## src/rtl/ex_muldiv.sv

```systemverilog
// ex_muldiv: iterative EX-stage multiply / unsigned divide unit.
// One operation takes 32 iterations (shift-add MUL, restoring DIVU/REMU),
// then a single-cycle DONE strobe. The unit stalls the pipeline while busy.
module ex_muldiv (
  input  logic        clk_i,
  input  logic        rst_i,
  input  logic        start_i,
  input  logic [1:0]  op_i,
  input  logic [31:0] RS_i,
  input  logic [31:0] RT_i,
  input  logic [4:0]  RDaddr_i,
  input  logic        flush_i,
  output logic        stall_o,
  output logic        done_o,
  output logic [31:0] result_o,
  output logic [4:0]  RDaddr_o
);

  localparam logic [1:0] OP_MUL  = 2'b00;
  localparam logic [1:0] OP_DIVU = 2'b01;
  localparam logic [1:0] OP_REMU = 2'b10;
  localparam logic [1:0] OP_RSVD = 2'b11;

  typedef enum logic [1:0] {
    S_IDLE = 2'b00,
    S_RUN  = 2'b01,
    S_DONE = 2'b10
  } state_t;

  state_t      state_q, state_d;
  logic [4:0]  cnt_q, cnt_d;
  logic [63:0] acc_q, acc_d;
  logic [31:0] a_q, a_d;
  logic [31:0] b_q, b_d;
  logic [1:0]  op_q, op_d;
  logic [4:0]  rd_q, rd_d;
  logic [31:0] result_q, result_d;
  logic [4:0]  rd_out_q, rd_out_d;

  logic        accept;
  logic [63:0] mul_step;
  logic [31:0] rem_cur;
  logic [31:0] quo_cur;
  logic        div_bit;
  logic [32:0] rem_shift;
  logic [33:0] trial;
  logic        q_bit;
  logic [31:0] rem_next;
  logic [63:0] div_step;
  logic [63:0] acc_step;
  logic [31:0] final_result;

  // An operation is taken only from IDLE and only for a defined opcode.
  assign accept = (state_q == S_IDLE) && start_i && (op_i != OP_RSVD);

  // One iteration of the datapath for the current counter value.
  always_comb begin
    // Shift-add multiply: add the multiplicand shifted by the bit position
    // whenever that multiplier bit is set.
    mul_step = acc_q;
    if (b_q[cnt_q]) begin
      mul_step = acc_q + ({32'd0, a_q} << cnt_q);
    end

    // Restoring division: accumulator holds {partial remainder, quotient}.
    // Dividend bits are consumed MSB first. A zero divisor always "fits",
    // which yields all-ones quotient and remainder equal to the dividend.
    rem_cur   = acc_q[63:32];
    quo_cur   = acc_q[31:0];
    div_bit   = a_q[5'd31 - cnt_q];
    rem_shift = {rem_cur, div_bit};
    trial     = {1'b0, rem_shift} - {2'b00, b_q};
    q_bit     = ~trial[33];
    rem_next  = q_bit ? trial[31:0] : rem_shift[31:0];
    div_step  = {rem_next, quo_cur[30:0], q_bit};

    acc_step = (op_q == OP_MUL) ? mul_step : div_step;

    case (op_q)
      OP_REMU: final_result = acc_step[63:32];
      default: final_result = acc_step[31:0];
    endcase
  end

  // Next-state, datapath update and outputs.
  always_comb begin
    state_d  = state_q;
    cnt_d    = cnt_q;
    acc_d    = acc_q;
    a_d      = a_q;
    b_d      = b_q;
    op_d     = op_q;
    rd_d     = rd_q;
    result_d = result_q;
    rd_out_d = rd_out_q;
    stall_o  = 1'b0;
    done_o   = 1'b0;

    case (state_q)
      S_IDLE: begin
        stall_o = accept;
        if (accept) begin
          a_d     = RS_i;
          b_d     = RT_i;
          op_d    = op_i;
          rd_d    = RDaddr_i;
          cnt_d   = 5'd0;
          acc_d   = 64'd0;
          state_d = S_RUN;
        end
      end
      S_RUN: begin
        stall_o = 1'b1;
        acc_d   = acc_step;
        cnt_d   = cnt_q + 5'd1;
        if (cnt_q == 5'd31) begin
          state_d  = S_DONE;
          result_d = final_result;
          rd_out_d = rd_q;
        end
      end
      S_DONE: begin
        // The instruction that started us is still in ID/EX, so start_i is
        // deliberately ignored here; the pipeline advances on this edge.
        done_o  = 1'b1;
        state_d = S_IDLE;
      end
      default: begin
        state_d = S_IDLE;
      end
    endcase

    // Abort wins over everything: the aborted operation never publishes.
    if (flush_i) begin
      state_d  = S_IDLE;
      result_d = result_q;
      rd_out_d = rd_out_q;
    end
  end

  // State and datapath registers, cleared asynchronously by reset.
  always_ff @(posedge clk_i or posedge rst_i) begin
    if (rst_i) begin
      state_q  <= S_IDLE;
      cnt_q    <= 5'd0;
      acc_q    <= 64'd0;
      a_q      <= 32'd0;
      b_q      <= 32'd0;
      op_q     <= OP_MUL;
      rd_q     <= 5'd0;
      result_q <= 32'd0;
      rd_out_q <= 5'd0;
    end else begin
      state_q  <= state_d;
      cnt_q    <= cnt_d;
      acc_q    <= acc_d;
      a_q      <= a_d;
      b_q      <= b_d;
      op_q     <= op_d;
      rd_q     <= rd_d;
      result_q <= result_d;
      rd_out_q <= rd_out_d;
    end
  end

  assign result_o = result_q;
  assign RDaddr_o = rd_out_q;

  // Opcode constants only referenced for readability of the decode.
  logic unused_ops;
  assign unused_ops = ^{OP_DIVU};

endmodule

```

## config.mk

```make
export PLATFORM = sky130hd
export DESIGN_NAME = ex_muldiv
export DESIGN_NICKNAME = d
export VERILOG_FILES = /design/src/rtl/ex_muldiv.sv
export SDC_FILE = /design/constraint.sdc
export NUM_CORES = 1
export LEC_CHECK = 0
export CELL_PAD_IN_SITES_DETAIL_PLACEMENT = 2
export CELL_PAD_IN_SITES_GLOBAL_PLACEMENT = 2
export CORE_ASPECT_RATIO = 0.8
export CORE_UTILIZATION = 37
export CTS_CLUSTER_SIZE = 40
export DETAILED_ROUTE_END_ITERATION = 7
export PLACE_DENSITY = 0.83
export SYNTH_ARGS = -nofsm -noshare
export SYNTH_HDL_FRONTEND = slang
export SYNTH_SLANG_ARGS = --single-unit
```

## constraint.sdc

```tcl
create_clock -name clk_i -period 8.65 [get_ports clk_i]
set_input_delay 2.595 -clock clk_i [delete_from_list [all_inputs] [get_ports clk_i]]
set_output_delay 2.595 -clock clk_i [all_outputs]
set_load 0.05 [all_outputs]
```

==> impl_summary.md, run 1 <==
Outcome
The flow ran to the end, and the final reports show no timing, DRC or antenna violations.

Synth
After synthesis, the largest family of logic cells by area is compound AO/OA/AOI/OAI gates. The number of synthesized register bits is 179. Of the total synthesized cell area, the portion taken by full adders, half adders and majority gates is 0.07642.

The multiplexer area fraction after synthesis is 0.1582. In the synthesized netlist the dominant register cell turns out to be dfrtp_1. By area the synthesized netlist is led by dfrtp_1, ha_1, mux2_2.

The portion of the post-synthesis area used by sequential elements is 0.2730. Synthesis produced a netlist with a net count of roughly 2,100. The number of different library cells used by synthesis comes to 86. The number of synthesis warnings is 0. The number of flops mapped to enable cells by yosys is 0.

Of the total synthesized cell area, the portion taken by AND, OR, NAND and NOR gates is 0.1634. In this run the cell area of the synthesized design comes to 16,410 sq um. The leading area contributor after synthesis is dfrtp_1. The post-synthesis area per instance is 8.349 sq um. The fraction of the mapped netlist area in compound gates is 0.2460. The parity-gate share of the synthesized area counting xor and xnor cells is 0.03630. The synthesized netlist cell count is 1,965.

The portion of synthesized cell area occupied by the leading cell type is 0.2730. In the synthesized netlist the async set-or-reset flop fraction comes to 1.000.

Floorplanning
The overall die width is roughly 240 microns. After floorplanning, the core was sized to cover roughly 43,000 sq um. For this configuration, the core starts out at a cell density of 0.3781. The total number of placement rows is 68. The die covers roughly 45,000 sq um.

The die is roughly 190 microns tall. The number of top-level design ports is 114.

STA
Setup repair after global routing left no endpoint under its margin. The worst slew margin relative to its limit is 0.2492. The final-report max-slew violation count is 0. For the final routed database, the setup TNS stands at 0 ns. Setup violations remaining at the end of the flow were counted as 0. The final hold violation count is 0. The post-route clock period utilization is 0.8428. Clock skew on the completed layout was measured at ~0.020 ns. The measured slew at the worst slew-check pin is 1.116 ns. Setup slack on the critical path of the routed design comes to ~1.4 ns. The upper clock frequency limit is about 140 MHz. The clock period minus final worst setup slack is approximately 7.3 ns.

CTS
The total number of H-tree levels is 4. The later pin in the worst-skew pair is clocked with a latency of 0.49 ns. The total clock sinks is 179.

The number of buffers between clock root and the deepest sink is 2. After clock tree synthesis, the clock-pin slew on the worst setup and hold paths is 0.08 ns. The number of buffers created by CTS is 17. The number of buffers inserted to repair setup after CTS is 0.

The total of cells resized after clock tree synthesis is 0. The cell at the root of the clock tree is clkbuf_16. TritonCTS built the clock tree. For this design, the CTS-stage hold fixing added 0 buffers.

Cells and area
The net count of the finished layout is 2,174. The area used by sequential logic in the layout is 4483 sq um. Excluding fillers, the count of instances in the completed layout stands at 2,573. The filler cell count in the final layout is 4,847. The library cell used most frequently in the layout, excluding fill and tap cells, is nand2_1.

The post-layout utilization of the core is 0.4263. The multi-input combinational cell area is ~11,000 sq um. The area growth from synthesis to final layout is 12.76%. The top cell types in the final layout, fill and taps aside, are nand2_1, dfrtp_1, a21oi_1.

The fraction of layout instances using a drive strength above 1 is 0.1079.

Power
Dividing total power by cell area gives a power density of 343.8 nW/um^2. Power comes to 6.360 mW. The standby leakage power is 7.816 nW. Across the VDD grid, the largest voltage drop is 0.0001780 V.

Flow run
The max-cap violation count is 0.

Routing
The detail route stage leaves a number of antenna-violating nets equal to 0. The total via count after detailed routing is 16,408. The DRC violation count after routing is 0. The routed wire length per instance is 28.31 microns. The total iterations of the first detailed-routing run is 5.

Dividing the detail-routed via count by the number of cells gives 6.377. The final layout contains routed wiring with a total length of about 73 mm. The detailed router's first-iteration violation count is 1,261.

Setup path
STA puts the critical path data arrival time at 4.70 ns. The worst endpoint required time is 6.06 ns. The category of the critical setup timing path is input pin to output pin.

The register-to-register setup slack is 1.93 ns. STA classifies the critical path endpoint as an output pin. The maximum fanout count along the critical path is 11.

The critical path launch point type is an input pin.

Global route
The all-layer global routing usage is 0.3265. The initial antenna violation count is 5. The number of global-route vias before repair was 17,527. The largest net degree at the start of global routing is 84. Global routing finished with a remaining overflow of 0.

The first global-routing pass estimated 110.5 mm of wire.

Worst hold path
The class of the tightest hold or removal check is flip-flop to flip-flop.

Place
The count of input and output buffers is roughly 110. The worst setup slack after placement is 1.446 ns. The weighted congestion reported at the end of routability-driven placement is 0.9346.

The number of placed instances, taps included, is 2,541. The sum of net half-perimeters after detailed placement is 56.28 mm.
[report_power, final]
group	switching, mW	internal [mW]
Sequential	0.335	1.02
Clock	0.417	0.384
Combinational	2.77	1.44
[per-stage QoR]
step           instance area, sq um  hold slack [ns]
5_1_grt                       18500           0.5108
3_3_place_gp                  17940           0.4441
3_5_place_dp                  17940           0.4563
2_1_floorplan                 16410           0.4331
4_1_cts                       18500           0.4768
6_report                      18500           0.4729
[cell type report]
class | count | share of cell area
diodes | 1 | 0.0001353
clock buffers | 18 | 0.02374
clock inverters | 13 | 0.006222
inverters | 62 | 0.01299
multi-input cells | 1601 | 0.6051
flip-flops and latches | 179 | 0.2423
well taps | 560 | 0.03788
repair buffers | 139 | 0.07156
[cells in the mapped netlist (all sizes together) (18+ instances only)]
cell type  number
a211oi         28
and3           18
nor2b          20
clkbuf         85
xnor2          37
mux4           32
a21oi         171
nor3           26
inv            62
mux2           98
ha             97
nand4          28
o21a           24
a21o           51
nor2          147
nand2         255
buf            38
a31oi          30
dfrtp         179
xor2           31
mux2i          77
o211ai         19
nand3          35
o21ai         166
o22ai          18
[worst paths after layout]
check                                           end  cells past startpoint                 start
min                         RDaddr_o[4]$_DFFE_PP0P_                      2   rd_q[4]$_DFFE_PP0P_
max                                         stall_o                      7               op_i[1]
max reg2reg                result_o[22]$_DFFE_PP0P_                     19  cnt_q[1]$_DFFE_PP0P_
min reg2reg                 RDaddr_o[4]$_DFFE_PP0P_                      2   rd_q[4]$_DFFE_PP0P_
min in group asynchronous     acc_q[16]$_DFFE_PP0P_                      2                 rst_i
max in group asynchronous       b_q[14]$_DFFE_PP0P_                      3                 rst_i
[critical path, stage by stage]
cell             delay [ns]
clkdlybuf4s50_1        0.43
nand2_1                0.30
nand2_1                0.12
or3_4                  0.34
and2_1                 0.17
inv_1                  0.42
buf_4                  0.30
[state kept, by name, indices dropped and copies added (netlist names)]
signal    cells
cnt_q         5
op_q          2
acc_q        64
result_o     32
a_q          32
rd_q          5
RDaddr_o      5
state_q       2
b_q          32
[logic make-up (layout without fill, tap and decap cells)]
kind of cell	after synthesis	in the layout
AO/OA/AOI/OAI	633	633
XOR/XNOR	68	68
adder cells (fa/ha/maj)	99	99
buffers and inverters	185	232
flip-flops	179	179
multiplexers	207	207
other	0	1
AND/OR/NAND/NOR	594	594
[layer usage]
layer  GRT usage  wire [microns]
met1      0.4140           31650
met2      0.5368           34040
met3     0.07238            4290
met4      0.1352            2832
met5           0              30
Note: power is estimated with default switching activity, not from simulation.
==> run 2, diff against run 1 <==
- CORE_UTILIZATION: 37 -> 34
- PLACE_DENSITY: 0.83 -> 0.8
- clock period: 8.65 -> 6.1 ns (I/O delays scaled with it)
==> run 2 against run 1 <==
Against the previous run:
- the flow now finishes with violations (design-rule violations)
- final cell count up 2.9%
- sequential power up 43%
- die area up 8.7%
- highest routed layer is now met4
==> impl_summary.md, run 2 (synthesis gave the netlist of run 1 again) <==
Outcome
The run finished, with violations left. The checks that failed: design-rule violations.

CTS
Clock-pin slew was measured on the worst setup and hold paths at 0.08 ns. The clock passes through at most 2 buffers. The clock insertion delay at the later pin of the skew report is 0.51 ns. TritonCTS built the clock tree.

Buffers inserted during clock tree synthesis total 17. CTS built an H-tree with a depth of 4. After clock tree synthesis, the setup repair step added 0 buffers. The cell at the root of the clock tree is clkbuf_16. Clock tree synthesis found a total of 179 sinks.

Cells and area
After the flow finishes, the layout carries non-filler instances totaling 2,647. The net count of the finished layout is 2,189. The area used by sequential logic in the layout is 4486 sq um. In the layout the commonest cells are nand2_1, dfrtp_1, a21oi_1.

The area growth from synthesis to layout is 14.24%. The commonest non-fill, non-tap cell in the layout is nand2_1. After filler insertion, the fill cell instance count of the layout stands at between 5,000 and 6,000.

The number of flip-flops in the largest register is 64. The multi-input combinational cell area is 11,200 sq um. The antenna diode count is 0.

Of the cells placed in the final design, the portion with a size suffix greater than 1 is 0.1149. Counting flops per register, the top entry is acc_q.

Setup path
The nature of the critical path endpoint is a flip-flop. Along the worst path, the maximum fanout reaches 36. The critical path goes through mux2_2 -> o21ai_0 -> nor2_1 -> a21oi_1 -> mux2_2 -> mux2_2 -> ha_1 -> nor2b_1 -> o31a_1 -> a211oi_1 -> buf_4 -> nor3_2 -> o2111ai_4 -> nand2_4 -> o21ai_0 -> buf_4 -> o211ai_1 -> o21a_1.

The worst endpoint required time is 6.50 ns. The largest stage delay on the critical path is between 0.8 and 0.9 ns. The category of the critical setup timing path is flip-flop to flip-flop.

The arrival time at the worst endpoint is roughly 6.3 ns. In this design, the critical path's most frequently occurring cell is mux2_2. On the critical path, the stage with the largest delay is an instance of o21ai_0.

The critical path launch point type is a flip-flop.

STA
The final hold violation count is 0. The worst slew margin relative to its limit is 0.2888. The measured slew at the worst slew-check pin is 1.064 ns. The clock period minus final worst setup slack is between 5 and 6 ns. Setup repair after global routing left no endpoint under its margin. The final-report max-slew violation count was 0.

The worst-case hold slack is 0.4790 ns. Dividing the final minimum period by the clock period gives 0.9637. Setup violations remaining at the end of the flow were counted as 0.

The upper clock frequency limit is 170.1 MHz. After routing, the total negative slack on setup checks comes to 0 ns. The post-route clock skew is between 0.01 and 0.015 ns.

Routing
The first routing iteration left 1,479 violations. The routed wire length per instance is 27.81 microns. The total wirelength of the detailed-routed design is 73.62 mm. The total via count after detailed routing is approximately 17,000. Detailed routing placed a total of 4.469 mm of wire on met3. The per-cell via count in the routed design is ~6.2. The detailed router put a total of around 32 mm of wire on met1.

In the routed design, unresolved DRC markers number 4. The routed length on met2 is about 35 mm. In this run the remaining antenna-violating nets after routing total 0. The first detailed-routing pass took 8 iterations. Routed signal wires occupy layers up through met4.

Floorplanning
The initialized floorplan defines 71 standard-cell rows. The area of the placeable core is 47,350 sq um. The overall die width is 247.6 microns. The die covers approximately 49,000 sq um. The initial utilization of the core area, before any placement, comes to 0.3465. From bottom edge to top edge, the die measures 198.5 microns. The number of top-level design ports is 114.

Power
VDD sags by at most roughly 0.00026 V. The standby leakage power is 7.911 nW. The cell area power density is 488.8 nW/um^2.

Global route
The all-layer global routing usage is 0.3053. The total congestion overflow after global routing is 0. The largest net degree at the start of global routing is between 100 and 150. The number of global-route vias before repair was 17,406. The initial antenna violation count is 4. The global-route wire length before repair is between 100 and 150 mm.

Place
The weighted congestion reported at the end of routability-driven placement is 0.9734. The count of input and output buffers is 113. The cell count after placement is 2,616. Summed over all nets, the half-perimeter wirelength after detailed placement is between 50 and 60 mm.

Worst hold path
In this run the worst hold path is classified as flip-flop to flip-flop.

Flow run
Across the run, the number of max-cap violations was 0.
## run 2: power by group
| part | total [mW] | leakage (nW) | switching [mW] | internal (mW) |
|---|---|---|---|---|
| Sequential | 1.93 | 2.22 | 0.484 | 1.45 |
| Clock | 1.20 | 0.283 | 0.587 | 0.613 |
| Combinational | 6.03 | 5.41 | 3.93 | 2.10 |
## run 2: area by class of cell
class,instances,area share
clock inverters,14,0.009079
well taps,620,0.04139
repair buffers,154,0.07731
clock buffers,17,0.02270
multi-input cells,1601,0.5976
flip-flops and latches,179,0.2393
inverters,62,0.01262
## run 2: worst max-delay path: cells and delay by family (launching register included)
kind | cells | cell delay [ns]
AO/OA/AOI/OAI | 8 | 2.94
multiplexers | 3 | 0.93
AND/OR/NAND/NOR | 4 | 0.64
flip-flops | 1 | 0.62
buffers and inverters | 2 | 0.42
adder cells (fa/ha/maj) | 1 | 0.21
## run 2: final timing paths
check,from,end,slack [ns],depth (start not counted)
setup / recovery,cnt_q[1]$_DFFE_PP0P_,result_o[6]$_DFFE_PP0P_,0.22,18
hold / removal,rd_q[0]$_DFFE_PP0P_,RDaddr_o[0]$_DFFE_PP0P_,0.48,2
setup reg to reg,cnt_q[1]$_DFFE_PP0P_,result_o[6]$_DFFE_PP0P_,0.22,18
hold reg to reg,rd_q[0]$_DFFE_PP0P_,RDaddr_o[0]$_DFFE_PP0P_,0.48,2
max in group asynchronous,rst_i,b_q[25]$_DFFE_PP0P_,3.49,3
min in group asynchronous,rst_i,acc_q[15]$_DFFE_PP0P_,1.87,3
## run 2: metrics by stage
step | util | worst slack (ns) | total power, mW | cell area, sq um
floorplan | - | 0.9016 | 5.620 | 16410
global placement | 0.3831 | 0.6136 | 7.543 | 18140
detailed placement | 0.3831 | 0.3523 | 7.783 | 18140
CTS | 0.3957 | 0.2900 | 9.046 | 18730
global route | 0.3958 | 0.05846 | 9.615 | 18740
finish | 0.3958 | 0.2215 | 9.161 | 18740
## run 2: per-layer routing
layer | track usage | up-vias
met1 | 0.4024 | 8504
li1 | - | 7347
met2 | 0.5007 | 547
met3 | 0.05032 | 117
met4 | 0.1120 | 0
met5 | 0 | -
## run 2: what timing repair did
action                                  CTS  global route
hold buffers                              0             0
endpoints found under the setup margin    0             7
gates resized for setup                   0             2
==> run 3, diff against run 2 <==
- SETUP_SLACK_MARGIN: not set -> 0.5
==> run 3 against run 2 <==
Against the previous run:
- the flow still finishes with violations (design-rule violations)
- clock skew increased by 0.0020 ns
- critical path depth is 1 higher
- routed wire length rose by 1.8%
- via count rose by 1.1%
- critical path type unchanged
==> impl_summary.md, run 3 (synthesis gave the netlist of run 1 again) <==
Outcome
The run finished, with violations left. The final reports fail on design-rule violations.

STA
The final hold violation count was 0. The final-report max-slew violation count is 0. The upper clock frequency limit is 182.4 MHz. Setup violations remaining at the end of the flow were counted as 0. Summed over all failing endpoints, the final setup total negative slack is 0 ns.

The measured slew at the worst slew-check pin is around 1.2 ns. Measured against its own limit, the worst slew margin works out to 0.1897. For the final database, setup skew stands at around 0.014 ns. The clock period could shrink to 5.483 ns. The post-route clock period utilization is 0.8989. Setup repair after global routing left no endpoint under its margin.

Worst hold path
The number of cells on the worst hold path is 2. The sink of the worst hold path is RDaddr_o[0]$_DFFE_PP0P_. The worst hold path begins at rd_q[0]$_DFFE_PP0P_.

The class of the tightest hold or removal check is flip-flop to flip-flop.

Setup path
Among all stages on the critical path, the largest delay is contributed by dfrtp_4. The worst endpoint required time is roughly 6.5 ns. The capturing point of the worst reg2reg path is result_o[1]$_DFFE_PP0P_.

Counting cells, the worst reg-to-reg path comes to 19. The most numerous cell type found on the critical path is mux2_2. STA classifies the critical path endpoint as a flip-flop.

The critical path launch point type is a flip-flop. The worst register-to-register path has a setup slack of 0.62 ns. Traced cell by cell, the critical path runs through mux2_2 -> o21ai_1 -> nor2_1 -> a21oi_1 -> mux2_2 -> mux2_2 -> ha_1 -> nor2b_1 -> o31a_1 -> a211oi_1 -> buf_4 -> nor3_2 -> o2111ai_4 -> and2_1 -> buf_4 -> mux2i_1 -> a211oi_1 -> a21oi_1 -> o21ai_1. The worst register-to-register path begins at cnt_q[1]$_DFFE_PP0P_. The category of the critical setup timing path is flip-flop to flip-flop. On the worst path, the slowest cell contributes a delay of 0.58 ns.

The arrival time at the worst endpoint is between 5 and 6 ns. The maximum fanout count along the critical path is 18.

Place
In this run, placement finished with an instance count of 2,616. The weighted congestion reported at the end of routability-driven placement is approximately 0.97. Input and output buffers added on the ports amount to 113. After legalization and detailed placement, the total HPWL measured 57.57 mm.

CTS
For this design, the CTS-stage hold fixing added 0 buffers. No sink is reached through more buffers than the 2 on the longest clock path. In this run the clock root is driven by a clkbuf_16. CTS saw 179 sinks. The total number of H-tree levels is 4.

After clock tree synthesis, the clock-pin slew on the worst setup and hold paths is 0.08 ns. The clock tree from TritonCTS is done. The number of clock buffers added by TritonCTS is 17. The clock insertion delay at the later pin of the skew report is between 0.5 and 0.6 ns.

Flow run
The max-cap violation count is 0.

Routing
The per-cell via count in the routed design is 6.281. The total iterations of the first detailed-routing run is 7. Dividing the detail-routed wire length by the instance count gives 28.21 microns.

Detailed routing inserted a total of ~17,000 vias. The final layout contains routed wiring with a total length of between 70 and 80 mm. The DRC violation count after routing is 4. The number of antenna-violating nets in the routed design is 0.

The first routing iteration left 1,459 violations.

Floorplanning
In this run the horizontal extent of the chip is 247.6 microns. between 100 and 150 I/O pins were placed. The floorplan die area is 49,140 sq um. The initial utilization of the core area, before any placement, comes to 0.3465. Row generation in the floorplan step produced 71 rows.

The vertical die dimension is 198.5 microns. The area of the placeable core is ~47,000 sq um.

Global route
The global-route wire length before repair is 111.6 mm. The all-layer global routing usage is 0.3054. The initial antenna violation count was 5.

The largest net degree at the start of global routing is 131. The number of global-route vias before repair came to 17,428. For this run the aggregate overflow at the end of global routing stands at 0.

Power
The standby leakage power is roughly 8.0 nW. The cell area power density is 491.4 nW/um^2. IR analysis of the VDD net gives a maximum drop of 0.0002646 V.

Cells and area
The repair_antennas step left the layout with diodes totalling 0. Of the cells placed in the final design, the portion with a size suffix greater than 1 is 0.1241. The net count of the finished layout is about 2,200.

In the layout the commonest cells are nand2_1, dfrtp_1, a21oi_1. More flip-flops sit in one register than any other, and that register is acc_q. The non-filler instance count after layout is 2,658. The area growth from synthesis to layout is 15.09%. The commonest non-fill, non-tap cell in the layout is nand2_1.

The number of flip-flops in the largest register is 64.
## run 3: cell count changes in the layout (fill, tap and decap cells not counted), sizes merged
| cell | before | now |
|---|---|---|
| clkinvlp | 4 | 5 |
| buf | 42 | 53 |
| inv | 67 | 66 |
## run 3: worst max-delay path by stage
stage,start,endpoint,cells past startpoint
final,cnt_q[1]$_DFFE_PP0P_,result_o[1]$_DFFE_PP0P_,19
after CTS,cnt_q[1]$_DFFE_PP0P_,result_o[24]$_DFFE_PP0P_,19
after detailed placement,cnt_q[0]$_DFFE_PP0P_,result_o[23]$_DFFE_PP0P_,17
after floorplan,op_i[1],stall_o,8
after global routing,cnt_q[1]$_DFFE_PP0P_,result_o[4]$_DFFE_PP0P_,18
after global placement,cnt_q[0]$_DFFE_PP0P_,result_o[23]$_DFFE_PP0P_,17
## run 3: what timing repair did
| item | 4_1_cts | 5_1_grt |
|---|---|---|
| setup buffers | 0 | 11 |
| setup endpoints to repair | 11 | 50 |
| resized for setup | 4 | 13 |
## run 3: routing by layer
metal  part of all wire  vias to the layer above  track usage  routed length (microns)
met1               0.44                     8671       0.4031                    32900
met3              0.055                      113      0.04884                     4154
li1                   -                     7379            -                        -
met5                  0                        -            0                        0
met2               0.48                      533       0.5027                    35660
met4              0.030                        0       0.1088                     2260
## run 3: per-stage QoR
step,hold slack [ns],power [mW],setup slack (ns),area (sq um),util
floorplan,0.4331,5.620,0.9016,16410,-
global placement,0.4444,7.543,0.6136,18140,0.3831
detailed placement,0.4680,7.783,0.3523,18140,0.3831
CTS,0.4827,9.053,0.5050,18750,0.3959
global route,0.5070,9.712,0.4666,18880,0.3988
finish,0.4792,9.277,0.6168,18880,0.3988
## run 3: area by class of cell
| class | instances | area, sq um |
|---|---|---|
| Sequential cell | 179 | 4488 |
| Fill cell | 5297 | 28470 |
| Clock inverter | 14 | 170.2 |
| Clock buffer | 17 | 425.4 |
| Multi-Input combinational cell | 1601 | 11240 |
| Inverter | 62 | 240.2 |
| Tap cell | 620 | 775.7 |
| Timing Repair Buffer | 165 | 1539 |
## run 3: report_power, final
group	internal (mW)	switching [mW]	total, mW
clock	0.613	0.586	1.20
combinational	2.15	4.00	6.15
sequential	1.45	0.486	1.93
total	4.21	5.07	9.28
## run 3: critical path: cells and delay by family (launching register included)
family,cells,cell delay [ns]
AO/OA/AOI/OAI,8,2.11
adder cells (fa/ha/maj),1,0.22
buffers and inverters,2,0.43
flip-flops,1,0.58
multiplexers,4,1.51
AND/OR/NAND/NOR,4,0.48
